## src/rtl/tdm_pkg.sv

```systemverilog
// Shared definitions for the TDM mux/demux pair: lock states and slot geometry.
package tdm_pkg;

    localparam int unsigned SLOTS  = 4;
    localparam int unsigned SLOT_W = 2;

    typedef enum logic {
        HUNT   = 1'b0,
        LOCKED = 1'b1
    } state_t;

endpackage : tdm_pkg

```

## src/rtl/tdm_demux1x4_if.sv

```systemverilog
// TDM receive bus: serial beat inputs and rebuilt parallel channel outputs.
interface tdm_demux1x4_if #(
    parameter int unsigned W = 1
) ();

    logic [W-1:0] din;
    logic         din_valid;
    logic         frame_sync;
    logic [W-1:0] y0;
    logic [W-1:0] y1;
    logic [W-1:0] y2;
    logic [W-1:0] y3;
    logic         frame_valid;
    logic         locked;
    logic         sync_err;

    // Beat source / channel consumer side
    modport master (
        output din, din_valid, frame_sync,
        input  y0, y1, y2, y3, frame_valid, locked, sync_err
    );

    // Demultiplexer side
    modport slave (
        input  din, din_valid, frame_sync,
        output y0, y1, y2, y3, frame_valid, locked, sync_err
    );

endinterface : tdm_demux1x4_if

```

## src/rtl/demux1x4_en.sv

```systemverilog
// 2-to-4 decoder: one-hot write enables for the slot addressed by an accepted beat.
module demux1x4_en
    import tdm_pkg::*;
(
    input  logic [SLOT_W-1:0] i_slot,
    input  logic              i_en,
    output logic [SLOTS-1:0]  o_we_c
);

    logic w_hi;
    logic w_lo;

    assign w_hi = i_slot[1];
    assign w_lo = i_slot[0];

    // Two-level tree mirroring the transmit mux select structure
    always_comb begin
        o_we_c    = '0;
        o_we_c[0] = i_en & ~w_hi & ~w_lo;
        o_we_c[1] = i_en & ~w_hi &  w_lo;
        o_we_c[2] = i_en &  w_hi & ~w_lo;
        o_we_c[3] = i_en &  w_hi &  w_lo;
    end

endmodule : demux1x4_en

```

## src/rtl/tdm_demux1x4.sv

```systemverilog
// TDM 1:4 demultiplexer: rebuilds four channels from a slot stream with frame lock tracking.
module tdm_demux1x4
    import tdm_pkg::*;
#(
    parameter int unsigned W = 1
) (
    input  logic           clk,
    input  logic           rst,
    tdm_demux1x4_if.slave  bus
);

    state_t              r_state;
    state_t              w_state_nxt;
    logic [SLOT_W-1:0]   r_slot;
    logic [SLOT_W-1:0]   w_slot_nxt;
    logic [SLOT_W-1:0]   w_wr_slot;
    logic                w_cap;
    logic                w_pub;
    logic                w_err;
    logic [SLOTS-1:0]    w_we;

    logic [W-1:0]        r_sh0;
    logic [W-1:0]        r_sh1;
    logic [W-1:0]        r_sh2;
    logic [W-1:0]        r_y0;
    logic [W-1:0]        r_y1;
    logic [W-1:0]        r_y2;
    logic [W-1:0]        r_y3;
    logic                r_frame_valid;
    logic                r_locked;
    logic                r_sync_err;

    // Lock state register
    always_ff @(posedge clk) begin
        if (rst) begin
            r_state <= HUNT;
        end else begin
            r_state <= w_state_nxt;
        end
    end

    // Next-state, slot advance and beat classification
    always_comb begin
        w_state_nxt = r_state;
        w_slot_nxt  = r_slot;
        w_wr_slot   = r_slot;
        w_cap       = 1'b0;
        w_pub       = 1'b0;
        w_err       = 1'b0;
        if (bus.din_valid) begin
            case (r_state)
                HUNT: begin
                    if (bus.frame_sync) begin
                        w_cap       = 1'b1;
                        w_wr_slot   = '0;
                        w_slot_nxt  = SLOT_W'(1);
                        w_state_nxt = LOCKED;
                    end
                end
                LOCKED: begin
                    if (bus.frame_sync) begin
                        // Sync anywhere but slot 0 restarts the frame on this beat
                        w_err      = (r_slot != '0);
                        w_cap      = 1'b1;
                        w_wr_slot  = '0;
                        w_slot_nxt = SLOT_W'(1);
                    end else if (r_slot == '0) begin
                        w_err       = 1'b1;
                        w_slot_nxt  = '0;
                        w_state_nxt = HUNT;
                    end else if (r_slot == SLOT_W'(SLOTS - 1)) begin
                        w_pub      = 1'b1;
                        w_slot_nxt = '0;
                    end else begin
                        w_cap      = 1'b1;
                        w_slot_nxt = r_slot + SLOT_W'(1);
                    end
                end
                default: begin
                    w_state_nxt = HUNT;
                end
            endcase
        end
    end

    // Slot write-enable decode; enable 3 is the frame publish
    demux1x4_en u_en (
        .i_slot (w_wr_slot),
        .i_en   (w_cap | w_pub),
        .o_we_c (w_we)
    );

    // Slot counter, shadow capture, frame publish and status pulses
    always_ff @(posedge clk) begin
        if (rst) begin
            r_slot        <= '0;
            r_sh0         <= '0;
            r_sh1         <= '0;
            r_sh2         <= '0;
            r_y0          <= '0;
            r_y1          <= '0;
            r_y2          <= '0;
            r_y3          <= '0;
            r_frame_valid <= 1'b0;
            r_locked      <= 1'b0;
            r_sync_err    <= 1'b0;
        end else begin
            r_slot        <= w_slot_nxt;
            r_frame_valid <= w_pub;
            r_sync_err    <= w_err;
            r_locked      <= (w_state_nxt == LOCKED);
            if (w_we[0]) r_sh0 <= bus.din;
            if (w_we[1]) r_sh1 <= bus.din;
            if (w_we[2]) r_sh2 <= bus.din;
            if (w_we[3]) begin
                r_y0 <= r_sh0;
                r_y1 <= r_sh1;
                r_y2 <= r_sh2;
                r_y3 <= bus.din;
            end
        end
    end

    assign bus.y0          = r_y0;
    assign bus.y1          = r_y1;
    assign bus.y2          = r_y2;
    assign bus.y3          = r_y3;
    assign bus.frame_valid = r_frame_valid;
    assign bus.locked      = r_locked;
    assign bus.sync_err    = r_sync_err;

endmodule : tdm_demux1x4

```

## src/flat_wrapper.sv

```systemverilog
// flat-port wrapper written by rule: the top's interface ports become plain ports
module tdm_demux1x4_flat import tdm_pkg::*;
#(
    parameter int unsigned W = 1
)
  (clk, rst, bus_din, bus_din_valid, bus_frame_sync, bus_y0, bus_y1, bus_y2, bus_y3, bus_frame_valid, bus_locked, bus_sync_err);
  tdm_demux1x4_if #(.W(W)) bus_i ();
  input  logic clk;
  input  logic rst;
  input wire logic [$bits(bus_i.din)-1:0] bus_din;
  input wire logic [$bits(bus_i.din_valid)-1:0] bus_din_valid;
  input wire logic [$bits(bus_i.frame_sync)-1:0] bus_frame_sync;
  output wire logic [$bits(bus_i.y0)-1:0] bus_y0;
  output wire logic [$bits(bus_i.y1)-1:0] bus_y1;
  output wire logic [$bits(bus_i.y2)-1:0] bus_y2;
  output wire logic [$bits(bus_i.y3)-1:0] bus_y3;
  output wire logic [$bits(bus_i.frame_valid)-1:0] bus_frame_valid;
  output wire logic [$bits(bus_i.locked)-1:0] bus_locked;
  output wire logic [$bits(bus_i.sync_err)-1:0] bus_sync_err;
  assign bus_i.din = bus_din;
  assign bus_i.din_valid = bus_din_valid;
  assign bus_i.frame_sync = bus_frame_sync;
  assign bus_y0 = bus_i.y0;
  assign bus_y1 = bus_i.y1;
  assign bus_y2 = bus_i.y2;
  assign bus_y3 = bus_i.y3;
  assign bus_frame_valid = bus_i.frame_valid;
  assign bus_locked = bus_i.locked;
  assign bus_sync_err = bus_i.sync_err;
  tdm_demux1x4 #(.W(W)) u_core (.clk(clk), .rst(rst), .bus(bus_i));
endmodule
```

## config.mk

```make
export PLATFORM = sky130hd
export DESIGN_NAME = tdm_demux1x4_flat
export DESIGN_NICKNAME = d
export VERILOG_FILES = /design/src/rtl/tdm_pkg.sv /design/src/rtl/tdm_demux1x4_if.sv /design/src/rtl/demux1x4_en.sv /design/src/rtl/tdm_demux1x4.sv /design/src/flat_wrapper.sv
export SDC_FILE = /design/constraint.sdc
export NUM_CORES = 1
export LEC_CHECK = 0
export ABC_CLOCK_PERIOD_IN_PS = 4900
export CAP_MARGIN = 20
export CORE_MARGIN = 2
export CORE_UTILIZATION = 40
export CTS_CLUSTER_DIAMETER = 50
export DETAILED_ROUTE_END_ITERATION = 12
export PLACE_DENSITY_LB_ADDON = 0.05
export SLEW_MARGIN = 0
export SYNTH_ARGS = -nofsm -noshare
export SYNTH_HDL_FRONTEND = slang
export SYNTH_SLANG_ARGS = --single-unit
```

## constraint.sdc

```tcl
create_clock -name clk -period 4.9 [get_ports clk]
set_clock_uncertainty 0.2 [all_clocks]
set_input_delay 1.225 -clock clk [delete_from_list [all_inputs] [get_ports clk]]
set_output_delay 1.225 -clock clk [all_outputs]
set_load 0.005 [all_outputs]
```

==> run summary <==
largest net degree at the start of global routing: 14
RSZ-0062 raised after global routing: false
Hold Fails Final Rpt: 0
Cells after Synth: 56
post-synthesis sequential area ratio: 42.3%
Layout Nets: 80
cts bufs inserted: 3
Hold Buf Count CTS: 0
Avg Synthesized Cell Area: 10.1 um2
Clock Sink Count: 12
Wirelength per Cell: 12.6 um
WHS Endpoint: u_core.r_sh0
RR Endpoint: u_core.bus.y1
sw power: 0.0443 mW
status: finished clean
H-tree levels: 1
crit-path cells: clkdlybuf4s50_1
aggregate global-route resource usage: 13.2%
synthesized cell area: 568 um2
Max FO, Critical Path: 6
post-cts sizing count: 0
vias in the first global route: 415
Synth cell types: 23
CTS Root Cell: clkbuf_4
max-cap violation count: 0
Vias/cell: 5.30
Final period util: 53.9%
R2R setup slack: 3.02 ns
Leak: 0.269 nW
first-pass GRT wire length: 1.78 mm
Max Root-Sink Buffers: 2
count of pins over their slew limit: 0
Sw Share: 24.4%
antenna violations before repair: 0
initial DRC count: 8
detailed placement HPWL: 754 um
die area: 1740 um2
die width: 41.7 um
syn_nets: 65
Clock Power Share: 33.0%
Critical Path RT: 3.47 ns
Std-Cell Rows: 13
buffer count from post-CTS setup fixing: 0
Slew HR: 72.1%
R2R cell count: 5
Crit Path Class: reg2out
fmax: 379 MHz
CTS tree: built
Worst-Margin Slew: 0.417 ns
min-delay worst type: reg2reg
maximum vdd drop: 0.000160 V
combinational share of power: 10.7%
CP delay by family, top: buffers and inverters
worst hold start: u_core.r_sh0
Pwr per Cell Area: 254 nW/um2
final hold slack: 0.288 ns
Pre-antenna DRT Iters: 3
Crit. End Element: primary output
detailed-route DRC error count: 0
layout cells sized above 1: 11.6%
Core ar.: 1320 um2
Antenna Nets Post-Route: 0
internal power: 0.137 mW
Clk Latency, worst-skew pair: 0.26 ns
hold depth: 2
Fin Setup TNS: 0 ns
CP arrival: 1.22 ns
most common cell after layout, fill and taps aside: dfxtp_1
via count: 445
Reg clk slew, reported paths: 0.07 ns
Syn-to-layout area delta: 26.0%
commonest non-fill, non-tap cells in the layout: dfxtp_1, clkdlybuf4s50_1, nor2_1, mux2i_1, ha_1
gpl congestion: 0.789
total gr overflow: 0
Worst R2R Start: u_core.r_slot[1]
# diodes: 0
Slowest cell on crit path: clkdlybuf4s50_1
die height: 41.7 um
Startpoint Class: register
Filler Cells Inserted: 134
Ports: 12
Reg power frac: 56.3%
max incr delay on CP: 0.53 ns
Yosys reg bits: 12
Starting Density: 43.1%
Synth warnings: 0
final setup vio count: 0
drt total wl: 1.06 mm
CP bufs+invs: 1
min Tclk post-route: 2.64 ns
# port buffers: 11
[area by class of cell]
cell class	instances	area (um2)	area share [%]
repair buffers	11	110	15.4
inverters	3	11.3	1.57
clock buffers	3	22.5	3.15
flip-flops and latches	12	240	33.6
well taps	15	18.8	2.62
multi-input cells	40	313	43.7
[registers in the layout, indices dropped and copies added, names as in the netlist]
register / cells
u_core.bus.y3: 1
u_core.bus.sync_err: 1
u_core.bus.frame_valid: 1
u_core.r_sh1: 1
u_core.bus.y0: 1
u_core.r_sh2: 1
u_core.r_sh0: 1
u_core.bus.y2: 1
u_core.bus.y1: 1
u_core.bus.locked: 1
u_core.r_slot: 2
[worst max-delay path by stage]
stage / startpoint / to / slack [ns] / cells after the start
after global routing: u_core.bus.locked / bus_locked / 2.21 / 1
final: u_core.bus.locked / bus_locked / 2.26 / 1
after global placement: bus_frame_sync / u_core.bus.y1 / 2.08 / 5
after floorplan: bus_frame_sync / u_core.r_sh2 / 2.72 / 4
after CTS: u_core.bus.locked / bus_locked / 2.26 / 1
after detailed placement: bus_frame_sync / u_core.bus.y1 / 2.07 / 5
[metal layers]
| metal | vias up | share of wire, % | GRT usage [%] |
|---|---|---|---|
| li1 | 226 | - | - |
| met1 | 209 | 51 | 16.7 |
| met5 | - | 0 | 0 |
| met4 | 0 | 0 | 3.87 |
| met3 | 0 | 4.3 | 5.65 |
| met2 | 10 | 44 | 20.3 |
[logic make-up (layout without fill, tap and decap cells)]
family / after synthesis / after routing / synth area share, %
multiplexers: 4 / 4 / 7.05
flip-flops: 12 / 12 / 42.3
AO/OA/AOI/OAI: 11 / 11 / 17.8
buffers and inverters: 4 / 17 / 2.64
AND/OR/NAND/NOR: 21 / 21 / 21.4
adder cells (fa/ha/maj): 4 / 4 / 8.81
[per-stage QoR]
stage / power, mW / utilization, % / area, um2 / setup WS (ns) / cells
after floorplan: 0.115 / - / 568 / 2.72 / 56
after global placement: 0.124 / 52.6 / 693 / 2.08 / 81
after CTS: 0.184 / 54.3 / 716 / 2.26 / 84
after global routing: 0.191 / 54.3 / 716 / 2.21 / 84
after detailed placement: 0.124 / 52.6 / 693 / 2.07 / 81
final: 0.181 / 54.3 / 716 / 2.26 / 84
[power by group through the flow]
stage	Clock [mW]	Sequential (mW)	Combinational (mW)
floorplan	0	0.104	0.0115
detailed placement	0	0.104	0.0195
finish	0.0599	0.102	0.0195
global placement	0	0.104	0.0194
CTS	0.0629	0.102	0.0197
global route	0.0666	0.102	0.0214
[Yosys cell counts]
master,instances,area [um2]
a21oi_1,2,10.0
nand2_1,3,11.3
mux2i_1,4,40.0
clkbuf_1,1,3.75
dfxtp_1,12,240
nor2_1,6,22.5
o41ai_2,1,16.3
nand3b_1,3,22.5
nor2_2,1,6.26
nand2b_1,3,18.8
nor2b_2,1,8.76
and3_1,1,6.26
ha_1,4,50.1
a311oi_1,1,8.76
o21a_1,1,7.51
inv_1,3,11.3
nor3_1,1,5.00
o21ai_0,3,15.0
nor3b_1,1,7.51
o32ai_1,1,8.76
o2111ai_1,1,8.76
o2111ai_4,1,26.3
nor4_2,1,12.5
Note: power is estimated with default switching activity, not from simulation.
